$ cat config.mk
export PLATFORM = sky130hd
export DESIGN_NAME = jimmy_uart_tx
export DESIGN_NICKNAME = d
export VERILOG_FILES = /design/src/rtl/jimmy_io_pkg.sv /design/src/rtl/jimmy_sync_fifo.sv /design/src/rtl/jimmy_uart_tx.sv
export SDC_FILE = /design/constraint.sdc
export NUM_CORES = 1
export LEC_CHECK = 0
export BUFFER_PORTS_ARGS = -buffer_cell sky130_fd_sc_hd__clkbuf_2
export CELL_PAD_IN_SITES_DETAIL_PLACEMENT = 1
export CELL_PAD_IN_SITES_GLOBAL_PLACEMENT = 2
export CORE_MARGIN = 2
export CORE_UTILIZATION = 40
export CTS_BUF_LIST = sky130_fd_sc_hd__clkbuf_2
export DETAILED_ROUTE_END_ITERATION = 10
export PLACE_DENSITY_LB_ADDON = 0.1
export REMOVE_ABC_BUFFERS = 1
export SETUP_SLACK_MARGIN = 0.05
export SYNTH_ARGS = -nofsm -noshare
export SYNTH_HDL_FRONTEND = slang
export SYNTH_HIERARCHICAL = 1
export SYNTH_SLANG_ARGS = --single-unit
$ cat constraint.sdc
create_clock -name clk -period 2.2 [get_ports clk]
set_input_delay 0.44 -clock clk [delete_from_list [all_inputs] [get_ports clk]]
set_output_delay 0.44 -clock clk [all_outputs]
set_load 0.05 [all_outputs]
$ cat src/rtl/jimmy_io_pkg.sv
// jimmy_io_pkg: shared state encoding and status bit positions for the jimmy serial I/O blocks
package jimmy_io_pkg;
  typedef enum logic [1:0] {IDLE, START, DATA, STOP} tx_state_t;
  localparam int ST_EMPTY = 0;
  localparam int ST_FULL  = 1;
  localparam int ST_BUSY  = 2;
  localparam int ST_OVF   = 3;
endpackage

$ cat src/rtl/jimmy_sync_fifo.sv
// jimmy_sync_fifo: circular byte FIFO with wrapping pointers and an occupancy count
module jimmy_sync_fifo #(
  parameter int WIDTH = 8,
  parameter int DEPTH = 4
) (
  input  logic                   clk,
  input  logic                   reset,
  input  logic                   push_i,
  input  logic                   pop_i,
  input  logic [WIDTH-1:0]       data_i,
  output logic [WIDTH-1:0]       data_o,
  output logic [$clog2(DEPTH):0] count_o,
  output logic                   empty_o,
  output logic                   full_o
);
  localparam int AW = $clog2(DEPTH);
  logic [WIDTH-1:0] mem_q [DEPTH];
  logic [AW-1:0]    wptr_q, rptr_q;
  logic [AW:0]      count_q;
  always_ff @(posedge clk or negedge reset) begin
    if (!reset) begin
      wptr_q  <= '0;
      rptr_q  <= '0;
      count_q <= '0;
    end else begin
      if (push_i) wptr_q <= wptr_q + 1'b1;
      if (pop_i) rptr_q <= rptr_q + 1'b1;
      count_q <= count_q + {{AW{1'b0}}, push_i} - {{AW{1'b0}}, pop_i};
    end
  end
  // Storage needs no reset: emptiness is carried entirely by the pointers and count.
  always_ff @(posedge clk) begin
    if (push_i) mem_q[wptr_q] <= data_i;
  end
  assign data_o  = mem_q[rptr_q];
  assign count_o = count_q;
  assign empty_o = count_q == '0;
  assign full_o  = count_q == (AW+1)'(DEPTH);
endmodule

$ cat src/rtl/jimmy_uart_tx.sv
// jimmy_uart_tx: strobe-driven byte FIFO feeding an 8N1 serial transmitter with a pollable status byte
module jimmy_uart_tx
  import jimmy_io_pkg::*;
#(
  parameter int CLKS_PER_BIT = 16,
  parameter int FIFO_DEPTH   = 4
) (
  input  logic       clk,
  input  logic       reset,
  input  logic [7:0] wr_data,
  input  logic       wr_strobe_n,
  input  logic       clr_strobe_n,
  output logic       txd,
  output logic       busy,
  output logic       fifo_empty,
  output logic       fifo_full,
  output logic       overflow,
  output logic [7:0] status
);
  localparam int BW = $clog2(CLKS_PER_BIT);
  localparam int CW = $clog2(FIFO_DEPTH) + 1;
  tx_state_t      state_q, state_d;
  logic [BW-1:0]  baud_q, baud_d;
  logic [2:0]     bit_q, bit_d;
  logic [7:0]     shift_q, shift_d;
  logic           txd_q, txd_d;
  logic           wr_q, clr_q, ovf_q, ovf_d;
  logic           wr_ev, clr_ev, push, pop, baud_done;
  logic [7:0]     fifo_dout;
  logic [CW-1:0]  fifo_count;
  assign wr_ev     = !wr_strobe_n && wr_q;
  assign clr_ev    = !clr_strobe_n && clr_q;
  // A pop on the same edge frees a slot, so a full FIFO can still take the byte.
  assign push      = wr_ev && (fifo_count != CW'(FIFO_DEPTH) || pop);
  assign ovf_d     = (wr_ev && !push) ? 1'b1 : clr_ev ? 1'b0 : ovf_q;
  assign baud_done = baud_q == BW'(CLKS_PER_BIT - 1);
  jimmy_sync_fifo #(.WIDTH(8), .DEPTH(FIFO_DEPTH)) u_fifo (
    .clk     (clk),
    .reset   (reset),
    .push_i  (push),
    .pop_i   (pop),
    .data_i  (wr_data),
    .data_o  (fifo_dout),
    .count_o (fifo_count),
    .empty_o (fifo_empty),
    .full_o  (fifo_full)
  );
  always_comb begin
    state_d = state_q;
    baud_d  = baud_done ? '0 : baud_q + 1'b1;
    bit_d   = bit_q;
    shift_d = shift_q;
    txd_d   = txd_q;
    pop     = 1'b0;
    case (state_q)
      IDLE: begin
        baud_d = '0;
        if (!fifo_empty) begin
          pop     = 1'b1;
          shift_d = fifo_dout;
          txd_d   = 1'b0;
          state_d = START;
        end
      end
      START: if (baud_done) begin
        state_d = DATA;
        txd_d   = shift_q[0];
        bit_d   = '0;
      end
      DATA: if (baud_done) begin
        shift_d = shift_q >> 1;
        bit_d   = bit_q + 3'd1;
        txd_d   = (bit_q == 3'd7) ? 1'b1 : shift_q[1];
        state_d = (bit_q == 3'd7) ? STOP : DATA;
      end
      STOP: if (baud_done) begin
        pop     = !fifo_empty;
        shift_d = fifo_empty ? shift_q : fifo_dout;
        txd_d   = fifo_empty;
        state_d = fifo_empty ? IDLE : START;
      end
      default: state_d = IDLE;
    endcase
  end
  always_ff @(posedge clk or negedge reset) begin
    if (!reset) begin
      state_q <= IDLE;
      baud_q  <= '0;
      bit_q   <= '0;
      shift_q <= '0;
      txd_q   <= 1'b1;
      wr_q    <= 1'b1;
      clr_q   <= 1'b1;
      ovf_q   <= 1'b0;
    end else begin
      state_q <= state_d;
      baud_q  <= baud_d;
      bit_q   <= bit_d;
      shift_q <= shift_d;
      txd_q   <= txd_d;
      wr_q    <= wr_strobe_n;
      clr_q   <= clr_strobe_n;
      ovf_q   <= ovf_d;
    end
  end
  assign txd      = txd_q;
  assign busy     = state_q != IDLE;
  assign overflow = ovf_q;
  always_comb begin
    status           = '0;
    status[ST_EMPTY] = fifo_empty;
    status[ST_FULL]  = fifo_full;
    status[ST_BUSY]  = busy;
    status[ST_OVF]   = overflow;
  end
endmodule

== Word level (Yosys, flattened, before mapping) ==
Memories as Yosys holds them, arrays and structs flattened.
Cells that the tools add are included.

* Flip-flop bits (word level): 28
* RAM bits: 32
* Input port bits: 12
* Output and inout port bits: 13
* Logic and storage cells: 76
* Memories: 1

* Add/subtract/negate cells: 6
* Equal/unequal tests: 11
* Multiplexer cells: 29
* Reduce and logical (&&, ||, !) cells: 18

{| class="wikitable"
|+ Memories
! memory !! words !! bits a word !! rd ports !! clocked after memory_dff !! wr ports !! RTL line !! RTL
|-
| u_fifo.mem_q || 4 || 8 || 1 || 0 || 1 || jimmy_sync_fifo.sv:17 || <nowiki>logic [WIDTH-1:0] mem_q [DEPTH];</nowiki>
|}

{| class="wikitable"
|+ Operator list
! cell !! count
|-
| $mux 8 || 3
|-
| $pmux 8 s3 || 1
|-
| $mux 1 || 13
|-
| $mux 2 || 4
|-
| $mux 4 || 2
|-
| $ne 2x2->1 const B || 4
|-
| $pmux 2 s4 || 1
|-
| $eq 3x3->1 const B || 2
|-
| $mux 3 || 2
|-
| $pmux 3 s2 || 1
|-
| $reduce_and 3->1 || 2
|-
| $reduce_bool 2->1 || 3
|-
| $add 2x1->2 const B || 2
|-
| $add 4x1->4 const B || 1
|-
| $eq 2x2->1 const B || 2
|-
| $eq 4x4->1 const B || 1
|-
| $logic_and 1x1->1 || 4
|-
| $logic_not 1->1 || 4
|-
| $pmux 1 s4 || 1
|-
| $reduce_and 4->1 || 1
|-
| $add 3x1->3 || 1
|-
| $add 3x1->3 const B || 1
|-
| $logic_not 3->1 || 1
|-
| $ne 3x3->1 const B || 1
|-
| other kinds (6) || 6
|}

== Depth between registers and ports, before layout ==
* Depth after elaboration: 9
* Gate-level depth with buffers: 11
* Mapped depth without buffers: 10

== Cells and area by module ==
The synthesis kept the hierarchy.

{| class="wikitable"
|+ Modules (own cells, without submodules)
! module !! instances !! cells each !! area each (um^2) !! sequential area each (um^2)
|-
| jimmy_sync_fifo || 1 || 76 || 1542.7 || 1136.1
|-
| jimmy_uart_tx || 1 || 100 || 1211.2 || 529.3
|}

== Least setup slack after synthesis ==
OpenSTA, ideal clock, no wires.

* Kind: flip-flop to flip-flop
* From: register u_fifo.count_q[2], in the netlist u_fifo/count_o[2]
* To: register u_fifo.count_q[2], in the netlist u_fifo/count_o[2]
* Setup time: 0.123 ns
* Arrival: 3.287 ns
* Data required time: 2.077 ns
* Setup slack: -1.211 ns
* Cell stages (with the launch flop): 9
* Path buffers: 0
* Period minus slack after synthesis: 3.411 ns
* Cells stage by stage: dfrtp_1 nor3_1 nor2_1 a221oi_1 nor3b_1 ha_1 fa_1 xnor2_1 xnor2_1

* Cells in the longest elaborated chain, start to end: 8
* Elaborated cells between the ends (all ways): 10
* Those cells by class: add/sub: 2; eq/ne: 1; mux: 3; reduce/logical: 4

{| class="wikitable"
|+ Ends and longest elaborated chain
! what !! RTL line !! RTL
|-
| start: declaration || jimmy_sync_fifo.sv:19 || <nowiki>logic [AW:0] count_q;</nowiki>
|-
| start signal: assignment || jimmy_sync_fifo.sv:28 || <nowiki>count_q <= count_q + {{AW{1'b0}}, push_i} - {{AW{1'b0}}, pop_i};</nowiki>
|-
| $logic_not 3->1 (*) || jimmy_sync_fifo.sv:37 || <nowiki>assign empty_o = count_q == '0;</nowiki>
|-
| net fifo_empty || jimmy_uart_tx.sv:15 || <nowiki>output logic fifo_empty,</nowiki>
|-
| $logic_not 1->1 || jimmy_uart_tx.sv:77 || <nowiki>pop = !fifo_empty;</nowiki>
|-
| $mux 1 || jimmy_uart_tx.sv:76 || <nowiki>STOP: if (baud_done) begin</nowiki>
|-
| $pmux 1 s2 (*) || jimmy_uart_tx.sv:55 || <nowiki>case (state_q)</nowiki>
|-
| $logic_or 1x1->1 (*) || jimmy_uart_tx.sv:34 || <nowiki>assign push = wr_ev && (fifo_count != CW'(FIFO_DEPTH) || pop);</nowiki>
|-
| $logic_and 1x1->1 (*) || jimmy_uart_tx.sv:34 ||
|-
| net push || jimmy_uart_tx.sv:28 || <nowiki>logic wr_ev, clr_ev, push, pop, baud_done;</nowiki>
|-
| $add 3x1->3 (*) || jimmy_sync_fifo.sv:28 ||
|-
| $sub 3x1->3 (*) || jimmy_sync_fifo.sv:28 ||
|}

The timed path passes the listed nets; every way through them passes the cells marked *.
A chain may end at the register's enable or synchronous reset.

== Worst setup path in the final report ==
* From: register baud_q[0]
* To: register u_fifo.count_q[2], in the netlist u_fifo/count_o[2]

* Cells in the longest elaborated chain, start to end: 7

{| class="wikitable"
|+ Ends and longest elaborated chain
! what !! RTL line !! RTL
|-
| start: declaration || jimmy_uart_tx.sv:23 || <nowiki>logic [BW-1:0] baud_q, baud_d;</nowiki>
|-
| start signal: assignment || jimmy_uart_tx.sv:97 || <nowiki>baud_q <= baud_d;</nowiki>
|-
| $eq 4x4->1 (*) || jimmy_uart_tx.sv:36 || <nowiki>assign baud_done = baud_q == BW'(CLKS_PER_BIT - 1);</nowiki>
|-
| $mux 1 (*) || jimmy_uart_tx.sv:76 ||
|-
| $pmux 1 s2 (*) || jimmy_uart_tx.sv:55 ||
|-
| net pop || jimmy_uart_tx.sv:28 ||
|-
| $logic_or 1x1->1 || jimmy_uart_tx.sv:34 ||
|-
| $logic_and 1x1->1 || jimmy_uart_tx.sv:34 ||
|-
| $add 3x1->3 || jimmy_sync_fifo.sv:28 ||
|-
| $sub 3x1->3 (*) || jimmy_sync_fifo.sv:28 ||
|}

Marks and branches as above.

==> summary by stage <==
Synthesis
The number of synthesized flops with an enable pin is 32. Among all cell types in the netlist, the one instantiated most often is sky130_fd_sc_hd__edfxtp_1. Each instance of the synthesized netlist takes up on average 15.6 µm². In the post-synthesis netlist, the biggest area contributors are sky130_fd_sc_hd__edfxtp_1, sky130_fd_sc_hd__dfrtp_1, sky130_fd_sc_hd__mux4_2. The area share of the largest cell type after synthesis is 34.9%. The library cell occupying the most area in the post-synthesis netlist is sky130_fd_sc_hd__edfxtp_1.

After technology mapping, the gate count stands at 176. The number of synthesized register bits is 60. During synthesis, Yosys emitted a total of 6 warnings. The count of cell types in the netlist is 34. The most instantiated flip-flop cell in the synthesis netlist is sky130_fd_sc_hd__edfxtp_1. For this run, the register share of the synthesized area comes to 60.5%.

Counting instances in the post-synthesis netlist gives the leading cell types as sky130_fd_sc_hd__edfxtp_1, sky130_fd_sc_hd__dfrtp_1, sky130_fd_sc_hd__ha_1, sky130_fd_sc_hd__inv_1. The mapped netlist covers 2750 µm². The async set-reset flop share out of synthesis is 46.7%.

Place
The estimated wirelength of the detail-placed design is 3720 µm. The congestion estimate from routability-driven global placement came to 0.710. The cell area after placement is 3040 µm². The number of placed instances, taps included is 287.

The worst slack at placement is -0.178 ns. Input and output buffers added on the ports amount to 20.

STA
Setup violations remaining at the end of the flow were counted as 0. Setup slack on the critical path of the routed design comes to 0.0284 ns. Headroom to the max-slew limit came out at 50.6%. Clock skew on the completed layout was measured at 0.0276 ns. Summed over all failing endpoints, the final setup total negative slack is 0 ns.

The final hold violation count was 0. Of the available clock period, the critical path in the final layout requires 98.7%. The highest achievable clock rate is 460 MHz.

The total count of max-transition violations in the final report is 0. Setup repair after global routing could not meet its margin everywhere. The worst path needs 2.17 ns of the cycle, external delays included.

The worst-margin pin slew is 0.741 ns.

Floorplanning
The floorplan die width is 87.0 µm. The die area is 7560 µm². The boundary pin count is 25. After floorplanning, the core was sized to cover 6720 µm². Once the floorplan was initialized, standard cells occupied 41.0% of the core. In this run the core area contains 30 standard-cell rows. The die is 87.0 µm tall.

Hold path
The cell depth of the worst min-delay path is 1. In this run the most critical hold path is launched from wr_strobe_n. The endpoint of the worst hold path is wr_q.

The path class of the lowest-slack min-delay path is primary input to flop.

CTS
The cell sitting at the root of the clock tree is a sky130_fd_sc_hd__clkbuf_2. The later pin in the worst-skew pair is clocked with a latency of 0.48 ns. The number of sinks driven by the clock tree is 60. Buffers inserted during clock tree synthesis total 9. The H-tree generated during clock tree synthesis spans 3 levels.

TritonCTS built the clock tree. Clock-pin slew was measured on the worst setup and hold paths at 0.17 ns. The largest buffer count on any clock path is 2.

Finish
The antenna diode instance count is 0. Compared with the post-synthesis result, the final layout area differs by 22.3%. Summing all non-filler instances in the final layout gives an area of 3370 µm². Fill cells in the final layout number 674.

The final cell count without fillers is 316. The final cell utilization of the core is 50.1%. The number of nets in the layout is 258. The share of layout cells above drive strength 1 is 49.2%.

Global routing
The number of global-route vias before repair is 1,747. The sum of overflow across all layers after global routing is 0. Entering global routing, the biggest net connects 29 pins. The first global-routing pass estimated 8890 µm of wire. The initial antenna violation count is 0.

Global routing used 16.1% of the available tracks.

Route
The vias per cell is 4.97. For this run, the detailed router's first-pass iteration total came to 4. In the routed design, unresolved DRC markers number 0. The number of antenna-violating nets in the routed design is 0.

The average detailed-routed wire length per instance is 17.0 µm. The final route contains 1,569 vias. The final wirelength is 5360 µm.

The number of violations reported at the end of detailed-routing iteration 0 is 96.

Worst setup path
The most numerous cell type found on the critical path is sky130_fd_sc_hd__ha_2. The cell with the biggest individual delay on the critical path is sky130_fd_sc_hd__dfrtp_1. At the worst endpoint, the arrival time is 2.54 ns. Of all nets on the critical path, the largest fanout is 3.

Walking the worst path, the cells encountered are ha_2 > and3_4 > a21oi_2 > nor3_2 > ha_1 > inv_1 > ha_2 > fa_2 > xnor2_2 > xnor2_1. The worst-case register-to-register setup slack is 0.03 ns. The critical setup path kind is flop to flop. The worst endpoint required time is 2.57 ns. STA classifies the critical path endpoint as a flop. The critical path startpoint category is a flop. For this run, the slowest stage of the critical path takes 0.42 ns. In this run the worst setup path begins at baud_q[0]. The reg-to-reg critical path startpoint is baud_q[0].

In this run the critical register-to-register path is captured at u_fifo/count_o[2]. For the worst flop-to-flop path, the logic depth is 10.

Job
The count of max-cap constraint violations is 0.

Pwr
Dividing total power by cell area gives a power density of 1460 nW/µm². The cell leakage power is 1.43 nW. The worst vdd rail ir drop is 654 µV.

Run status
The run finished with clean final reports.
==> cells in the final DEF, fill, tap and decap left out, types with 2 or more instances in the layout <==
master / n
sky130_fd_sc_hd__dfstp_2: 3
sky130_fd_sc_hd__nor2_1: 2
sky130_fd_sc_hd__inv_1: 11
sky130_fd_sc_hd__buf_4: 32
sky130_fd_sc_hd__dfrtp_1: 25
sky130_fd_sc_hd__clkinv_4: 2
sky130_fd_sc_hd__edfxtp_1: 32
sky130_fd_sc_hd__a21oi_1: 3
sky130_fd_sc_hd__conb_1: 4
sky130_fd_sc_hd__o21ai_0: 4
sky130_fd_sc_hd__clkbuf_2: 24
sky130_fd_sc_hd__buf_6: 3
sky130_fd_sc_hd__clkinvlp_4: 2
sky130_fd_sc_hd__nor2b_1: 2
sky130_fd_sc_hd__buf_12: 2
sky130_fd_sc_hd__ha_2: 3
sky130_fd_sc_hd__a32o_1: 3
sky130_fd_sc_hd__and2_1: 3
sky130_fd_sc_hd__nand2_1: 4
sky130_fd_sc_hd__xor2_1: 2
sky130_fd_sc_hd__mux4_2: 8
sky130_fd_sc_hd__xnor2_1: 3
sky130_fd_sc_hd__mux2_4: 8
sky130_fd_sc_hd__nor3_1: 2
sky130_fd_sc_hd__nor3b_2: 2
sky130_fd_sc_hd__mux2_2: 9
sky130_fd_sc_hd__inv_2: 2
sky130_fd_sc_hd__dlygate4sd3_1: 2
sky130_fd_sc_hd__ha_1: 10
==> metal layers <==
metal  vias to the layer above  global-route usage, %  part of all wire (%)
met5                         -                      0                     0
met4                         0                   8.52                   1.4
met3                         6                   3.51                   2.3
met2                        19                   26.0                    51
met1                       803                   20.2                    46
li1                        741                      -                     -
==> where the power goes <==
group          switching [mW]  internal [mW]
Combinational            1.19           1.33
Sequential              0.207           1.48
Clock                   0.434          0.267
Total                    1.83           3.08
==> flip-flops by register name, indices dropped and copies added, names as in the netlist <==
| signal | count |
|---|---|
| u_fifo/mem_q | 32 |
| shift_q | 8 |
| baud_q | 4 |
| bit_q | 3 |
| u_fifo/count_o | 3 |
| state_q | 2 |
| u_fifo/rptr_q | 2 |
| u_fifo/wptr_q | 2 |
| clr_q | 1 |
| overflow | 1 |
| txd | 1 |
| wr_q | 1 |
==> kinds of logic after synthesis <==
kind of cell	share of synthesized area, %
other	0.136
xor gates and xnor gates	1.91
adders and majority gates	7.09
DFF	60.5
and+or+nand+nor	4.91
AOI/OAI and AO/OA	4.73
muxes	14.9
buffers and inverters	5.82
==> per-stage QoR <==
stage / total power, mW / hold WS, ns
after floorplan: 3.22 / 0.144
after global placement: 3.79 / 0.477
after detailed placement: 3.91 / 0.493
after CTS: 4.87 / 0.0249
after global routing: 5.26 / 0.0152
final: 4.92 / 0.0837
==> how the worst max path moves through the flow <==
stage,end,depth (start not counted)
6_report,u_fifo/count_o[2],10
3_3_place_gp,u_fifo/count_o[2],9
4_1_cts,u_fifo/count_o[2],9
2_1_floorplan,u_fifo/count_o[2],8
3_5_place_dp,u_fifo/count_o[2],9
5_1_grt,u_fifo/count_o[2],10
==> worst max-delay path: cells and delay by family, from the launching register on <==
kind	cells	cell delay, ns
XOR/XNOR	2	0.26
flip-flops	1	0.42
AND/OR/NAND/NOR	2	0.23
buffers and inverters	1	0.04
adder cells (fa/ha/maj)	4	0.99
AO/OA/AOI/OAI	1	0.15
==> cell type report <==
type / instances / area [µm²] / share of cell area [%]
Sequential cell: 60 / 1670 / 49.4
Multi-Input combinational cell: 92 / 1020 / 30.2
Timing Repair Buffer: 55 / 414 / 12.3
Tap cell: 80 / 100 / 2.97
Clock inverter: 7 / 76.3 / 2.27
Inverter: 13 / 48.8 / 1.45
Clock buffer: 9 / 45.0 / 1.34
==> repair_timing <==
item | in CTS | in global routing
pin swaps | 10 | 8
gates resized for setup | 20 | 14
hold buffers | 2 | 0
endpoints found under the setup margin | 38 | 8
setup buffers | 7 | 4
hold endpoints to repair | 24 | 0
(Power assumes the default switching activity.)
